File: src/rtl/pump_control.sv
// Pump sequencing FSM for the filter tank: fills on low level, stops on full,
// guards against dry-run with a fill timeout and latches faults until cleared.
module pump_control #(
    parameter int CLK_FREQ    = 50_000_000,
    parameter int MAX_FILL_MS = 120_000,
    parameter int MIN_OFF_MS  = 5_000
) (
    input  logic        i_clk,
    input  logic        i_reset,
    input  logic        i_enable,
    input  logic        i_level_low,
    input  logic        i_level_high,
    input  logic        i_fault_clear,
    output logic        o_pump_on,
    output logic        o_fault,
    output logic [1:0]  o_fault_code,
    output logic [15:0] o_fill_count
);

    // Timing is built from a ms tick so no clock-count product is ever formed.
    localparam int TICKS  = CLK_FREQ / 1000;
    localparam int PW     = (TICKS > 1) ? $clog2(TICKS) : 1;
    localparam int MAX_MS = (MAX_FILL_MS > MIN_OFF_MS) ? MAX_FILL_MS : MIN_OFF_MS;
    localparam int MW     = $clog2(MAX_MS + 1);

    localparam logic [PW-1:0] PRE_LAST  = PW'(TICKS - 1);
    localparam logic [MW-1:0] FILL_LAST = MW'(MAX_FILL_MS - 1);
    localparam logic [MW-1:0] OFF_LAST  = MW'(MIN_OFF_MS - 1);

    localparam logic [1:0] CODE_NONE    = 2'b00;
    localparam logic [1:0] CODE_TIMEOUT = 2'b01;
    localparam logic [1:0] CODE_SENSOR  = 2'b10;

    typedef enum logic [1:0] {
        IDLE    = 2'd0,
        FILL    = 2'd1,
        LOCKOUT = 2'd2,
        FAULT   = 2'd3
    } state_t;

    state_t          r_state;
    logic [PW-1:0]   r_prescale;
    logic [MW-1:0]   r_msCnt;
    logic [1:0]      r_faultCode;
    logic [15:0]     r_fillCount;

    logic w_inconsistent;
    logic w_tick;
    logic w_fillDone;
    logic w_offDone;

    assign w_inconsistent = i_level_low & ~i_level_high;
    assign w_tick         = (r_prescale == PRE_LAST);
    assign w_fillDone     = w_tick && (r_msCnt == FILL_LAST);
    assign w_offDone      = w_tick && (r_msCnt == OFF_LAST);

    // Transition branches clear the timebase after the run/hold update, so the
    // later non-blocking write wins and every new state starts from zero.
    always_ff @(posedge i_clk or posedge i_reset) begin
        if (i_reset) begin
            r_state     <= IDLE;
            r_prescale  <= '0;
            r_msCnt     <= '0;
            r_faultCode <= CODE_NONE;
            r_fillCount <= '0;
        end else begin
            if (r_state == FILL || r_state == LOCKOUT) begin
                if (w_tick) begin
                    r_prescale <= '0;
                    r_msCnt    <= r_msCnt + MW'(1);
                end else begin
                    r_prescale <= r_prescale + PW'(1);
                end
            end else begin
                r_prescale <= '0;
                r_msCnt    <= '0;
            end

            case (r_state)
                IDLE: begin
                    if (w_inconsistent) begin
                        r_state     <= FAULT;
                        r_faultCode <= CODE_SENSOR;
                        r_prescale  <= '0;
                        r_msCnt     <= '0;
                    end else if (i_enable && i_level_low) begin
                        r_state    <= FILL;
                        r_prescale <= '0;
                        r_msCnt    <= '0;
                    end
                end

                FILL: begin
                    if (w_inconsistent) begin
                        r_state     <= FAULT;
                        r_faultCode <= CODE_SENSOR;
                        r_prescale  <= '0;
                        r_msCnt     <= '0;
                    end else if (!i_level_high) begin
                        r_state    <= LOCKOUT;
                        r_prescale <= '0;
                        r_msCnt    <= '0;
                        if (r_fillCount != 16'hFFFF) begin
                            r_fillCount <= r_fillCount + 16'd1;
                        end
                    end else if (!i_enable) begin
                        r_state    <= LOCKOUT;
                        r_prescale <= '0;
                        r_msCnt    <= '0;
                    end else if (w_fillDone) begin
                        r_state     <= FAULT;
                        r_faultCode <= CODE_TIMEOUT;
                        r_prescale  <= '0;
                        r_msCnt     <= '0;
                    end
                end

                LOCKOUT: begin
                    if (w_inconsistent) begin
                        r_state     <= FAULT;
                        r_faultCode <= CODE_SENSOR;
                        r_prescale  <= '0;
                        r_msCnt     <= '0;
                    end else if (w_offDone) begin
                        r_state    <= IDLE;
                        r_prescale <= '0;
                        r_msCnt    <= '0;
                    end
                end

                FAULT: begin
                    // A clear seen with inconsistent sensors is simply dropped.
                    if (i_fault_clear && !w_inconsistent) begin
                        r_state     <= LOCKOUT;
                        r_faultCode <= CODE_NONE;
                        r_prescale  <= '0;
                        r_msCnt     <= '0;
                    end
                end

                default: begin
                    r_state <= IDLE;
                end
            endcase
        end
    end

    assign o_pump_on    = (r_state == FILL);
    assign o_fault      = (r_state == FAULT);
    assign o_fault_code = r_faultCode;
    assign o_fill_count = r_fillCount;

endmodule

File: config.mk
export PLATFORM = sky130hd
export DESIGN_NAME = pump_control
export DESIGN_NICKNAME = d
export VERILOG_FILES = /design/src/rtl/pump_control.sv
export SDC_FILE = /design/constraint.sdc
export NUM_CORES = 1
export LEC_CHECK = 0
export CAP_MARGIN = 20
export CORE_MARGIN = 2
export CORE_UTILIZATION = 59
export CTS_BUF_LIST = sky130_fd_sc_hd__clkbuf_8
export CTS_CLUSTER_SIZE = 24
export DETAILED_ROUTE_END_ITERATION = 8
export PLACE_DENSITY_LB_ADDON = 0.3
export SLEW_MARGIN = 20
export SYNTH_ARGS = -nofsm -noshare
export SYNTH_HDL_FRONTEND = slang
export SYNTH_SLANG_ARGS = --single-unit
export TNS_END_PERCENT = 20
File: constraint.sdc
create_clock -name i_clk -period 2.85 [get_ports i_clk]
set_clock_uncertainty 0.05 [all_clocks]
set_input_delay 0.57 -clock i_clk [delete_from_list [all_inputs] [get_ports i_clk]]
set_output_delay 0.57 -clock i_clk [all_outputs]
set_load 0.01 [all_outputs]
# Yosys cells after proc, flatten, opt, wreduce, memory -nomap -nowiden
# Index checks and enable logic that the tools add are counted.
# word_totals
ramBits	0
output_inout_bits	20
wordCells	78
latch_bits	0
rom_bits	0
in_bits	6
n_memories	0
reg_bits	53
# classes
n_addsub	3
reduce_logical	11
multipliers	0
n_mux	41
n_bitwise	3
n_lt_le_gt_ge	0
div_mod_pow	0
shifts	0
n_eq_ne	15
# op_table
op	n
2-to-1 mux 17 bit	11
2-to-1 mux 16 bit	11
one-hot mux 17 bit (4 select lines)	1
one-hot mux 16 bit (4 select lines)	1
adder 16 x 1 -> 16 bit, second input constant	2
2-to-1 mux 2 bit	15
adder 17 x 1 -> 17 bit, second input constant	1
== test 17 x 13 -> 1 bit, second input constant	1
== test 17 bit, second input constant	1
== test 16 bit, second input constant	1
inequality test 16 bit, second input constant	1
one-hot mux 2 bit (4 select lines)	1
AND reduction 4 bit	2
inequality test 3 x 2 -> 1 bit, second input constant	2
inequality test 3 bit, second input constant	2
one-hot mux 2 bit (3 select lines)	1
inequality test 5 x 3 -> 1 bit, second input constant	1
AND reduction 5 bit	1
== test 2 bit, second input constant	2
logical AND 1 bit	4
inequality test 2 x 1 -> 1 bit, second input constant	2
inequality test 3 x 1 -> 1 bit, second input constant	1
== test 2 x 1 -> 1 bit, second input constant	1
zero test 2 bit	1
5 further kinds	6

# Longest topological paths before layout
# logic_depth
depth_word	8
mapped_depth	9
depth_no_buf	8

# Worst setup path after synthesis
# Ideal clock, no wire load.
# synth_timing
kind	reg-to-reg
start	reg r_state[1]
end	reg r_fillCount[11], in the netlist o_fill_count[11]
setup_time_ps	126
t_arrival_ps	2011
period_less_slack_ps	2187
required_ps	2674
path_slack_ps	663
path_stages_with_launch	9
path_buffers	0
cell_sequence	dfrtp_1 inv_1 ha_1 or3b_1 nor3_1 o31a_1 and4_1 nand4_1 xnor2_1
# synth_between
elab_chain_cells	2
# synth_rtl
item	line_no	text
from (decl)	41	state_t r_state;
from (signal assigned)	61	r_state <= IDLE;
from (signal assigned)	82	r_state <= FAULT;
from (signal assigned)	87	r_state <= FILL;
== test 2 x 1 -> 1 bit	--	
named net o_pump_on	14	output logic o_pump_on,
AND reduction 4 bit (no line)	--	
to (signal assigned)	104	r_fillCount <= r_fillCount + 16'd1;
to (decl)	45	logic [15:0] r_fillCount;
# The timed path passes the listed nets, and every way through them passes these cells.
# A chain may end at the register's enable or synchronous reset.

# Worst setup path after layout
# layout_timing
start	in i_level_high
end	reg r_msCnt[3]
# layout_between
elab_chain_cells	6
word_cells_on_any_way	10
classes_between	mux (6); bitwise (2); reduce/logical (2)
# layout_rtl
item	line_no	text
from (decl)	12	input logic i_level_high,
NOT 1 bit (no line)	--	
AND 1 bit	52	assign w_inconsistent = i_level_low & ~i_level_high;
zero test 1 bit	133	if (i_fault_clear && !w_inconsistent) begin
logical AND 1 bit	133	
2-to-1 mux 17 bit	133	
one-hot mux 17 bit (4 select lines) *	79	case (r_state)
to (signal assigned)	70	r_msCnt <= r_msCnt + MW'(1);
to (decl)	43	logic [MW-1:0] r_msCnt;
# Every way passes the cells marked *; elsewhere a longest branch is shown, timed or not.

==> flow_summary.yaml <==
layout:
  regArea_sq_um: 1330
  final_nets: 320
  diodes: 0
  drive_gt1_frac: 0.0877
  area_growth_pct: 14.4
  multi_input_area_sq_um: 1350
  final.fill_count: 360
clock_network:
  path_clk_slew_ps: 90
  clockBufferDepth: 2
  ctsRootBufferMaster: "clkbuf_8"
  insertion_delay_ps: 300
  postCtsSetupRepairBufs: 0
  cts_buffers: 5
  cts_hold_buf: 0
  cts_resized: 0
  cts_tree: "built"
  cts.sinks: 53
  htree_num_levels: 2
global_route:
  gr-total-overflow: 0
  grt_usage: 0.214
  grt_pass1_vias: 2009
  use_met1: 0.281
  top_usage_layer: "met2"
  grt_max_degree: 27
  use_met3: 0.0444
  antenna_found_initial: 0
  gr-usage-met2: 0.353
  grt_pass1_wl_um: 8790
synth:
  synth.cell_area_sq_um: 2760
  synth_top_cell_by_area: "dfrtp_1"
  synth-seq-cells: 53
  synth_edf_count: 0
  netlist_instances: 278
  ys_warn_count: 0
  avgSynthCellArea_sq_um: 9.93
  ys_seq_area_frac: 0.480
  netlist_top_cells_area: "dfrtp_1 (48%), xor2_1 (7.9%), nor2_1 (6.7%), xnor2_1 (6.0%), nand3_1 (4.2%)"
  async_flop_share: 1.00
  synthDistinctLibCells: 46
  ys.flop_type: "dfrtp_1"
  synthTopCellsByCount: "dfrtp_1 (53), nor2_1 (49), xor2_1 (25), nand3_1 (23), nand2_1 (22)"
  yosysMostFrequentCell: "dfrtp_1"
  syn_nets: 291
  synth_top_area_share: 0.480
critical_path:
  path_cells: "clkdlybuf4s50_1 > nand2b_1 > nand2_1 > a222oi_1 > a21oi_2 > o21ai_4 > nor2_1"
  worstPathArrival_ps: 2530
  cpPeakStageDelay_ps: 540
  cpMaxStageDelayCell: "clkdlybuf4s50_1"
  r2r-start: "r_state[1]$_DFFE_PP0P_"
  reg2reg_to: "o_fill_count[11]$_DFFE_PP0P_"
  critPathTopFamily: "compound AO/OA/AOI/OAI gates"
  critical_path_class: "in2reg"
  setup.worst_path.end_class: "flop"
  path_max_fanout: 17
  reg2reg_setup_slack_ps: 460
  reg2reg_depth: 8
  cp_num_buf_inv: 1
  startpoint_type: "primary input"
  cp_num_cells: 7
  cp.required_ps: 2970
hold_path:
  hp-class: "reg2reg"
  whs_path_depth: 1
  hold_end: "r_prescale[0]$_DFF_PP0_"
  min_from: "r_prescale[0]$_DFF_PP0_"
die:
  die-area_sq_um: 5240
  start_util: 0.621
  ios: 26
  rows: 24
  die_x_um: 72.4
  die_height_um: 72.4
  core_area_sq_um: 4440
sta:
  worst_pin_slew_ps: 528
  tns_ps: 0
  period_share: 0.845
  fin_crit_ps: 2410
  hold_viol: 0
  fmax_mhz: 415
  rsz0062_at_grt: "false"
  hold_slack_ps: 419
  drv_slew: 0
  setup_violations: 0
  relSlewSlack: 0.648
place:
  place_hpwl_um: 3650
  port_buffers: 25
  gp_congestion: 0.873
power:
  peakVddDrop_mv: 0.337
  leakage_nw: 1.38
  power.density_nw_per_um2: 617
route:
  drt_iter0_drc: 139
  via_per_inst: 5.69
  vias: 2047
  ant_nets: 0
  drt_pre_antenna_iters: 4
  routed_wl_um: 5120
  drc_errors: 0
  wl_per_cell_um: 14.2
run:
  maxCapViolCount: 0
run_status:
  status: "finished, final reports clean"
==> metal layers <==
metal,routed length [um],share of wire
met5,0,0
met3,213,0.042
met4,73,0.014
met2,2470,0.48
met1,2370,0.46
==> power by group <==
part / leakage [nW] / internal (mW) / total (mW) / switching (mW)
combinational: 0.606 / 0.266 / 0.637 / 0.371
clock: 0.0542 / 0.220 / 0.452 / 0.232
sequential: 0.724 / 0.806 / 0.859 / 0.0529
==> layout make-up <==
type	count	share of cell area
multi-input combinational	208	0.428
sequential	53	0.420
timing repair buffer	28	0.0863
clock buffer	7	0.0305
tap	52	0.0206
inverter	11	0.0131
clock inverter	1	0.00158
==> metrics by stage <==
stage	worst slack (ps)	instance area, sq um	total power [mW]	instances	utilization
2_1_floorplan	663	2760	1.32	278	-
3_3_place_gp	225	3060	1.49	352	0.688
3_5_place_dp	139	3060	1.51	352	0.688
4_1_cts	441	3160	1.96	360	0.711
5_1_grt	267	3160	2.08	360	0.711
6_report	441	3160	1.95	360	0.711
==> sequential cells by signal, summed over array words and instances, names as in the netlist <==
name	flops
r_msCnt	17
o_fill_count	16
r_prescale	16
o_fault_code	2
r_state	2
==> worst max-delay path by stage <==
stage,endpoint,slack [ps],startpoint
final,r_msCnt[3]$_DFF_PP0_,440,i_level_high
after global routing,r_msCnt[12]$_DFF_PP0_,270,i_level_high
after CTS,o_fill_count[11]$_DFFE_PP0P_,440,r_state[1]$_DFFE_PP0P_
after detailed placement,r_msCnt[13]$_DFF_PP0_,140,i_level_high
after global placement,o_fill_count[11]$_DFFE_PP0P_,230,i_level_low
after floorplan,o_fill_count[11]$_DFFE_PP0P_,660,r_state[1]$_DFFE_PP0P_
==> cell families after synthesis <==
family | count (synthesis) | synth area share
mux | 3 | 0.0118
xor+xnor | 44 | 0.140
flops | 53 | 0.480
fa+ha+maj | 7 | 0.0317
compound gates | 20 | 0.0562
buf+inv | 17 | 0.0299
simple gates | 134 | 0.251
==> cells in the final DEF (no fill, tap or decap), types with 2 or more instances in the layout <==
master and count:
nor3_1 6, and3_1 8, ha_1 7, nand2b_1 2, a21oi_1 3, xnor2_1 19, and4_1 4, nand4_1 5
xor2_1 25, nand2_1 22, dfrtp_1 53, o21ai_0 3, o22ai_1 3, nor2_1 49, clkbuf_8 7, buf_4 3
inv_1 10, clkdlybuf4s50_1 25, mux2_2 2, and3_2 2, nand3_1 23
Note: power is estimated with default switching activity, not from simulation.
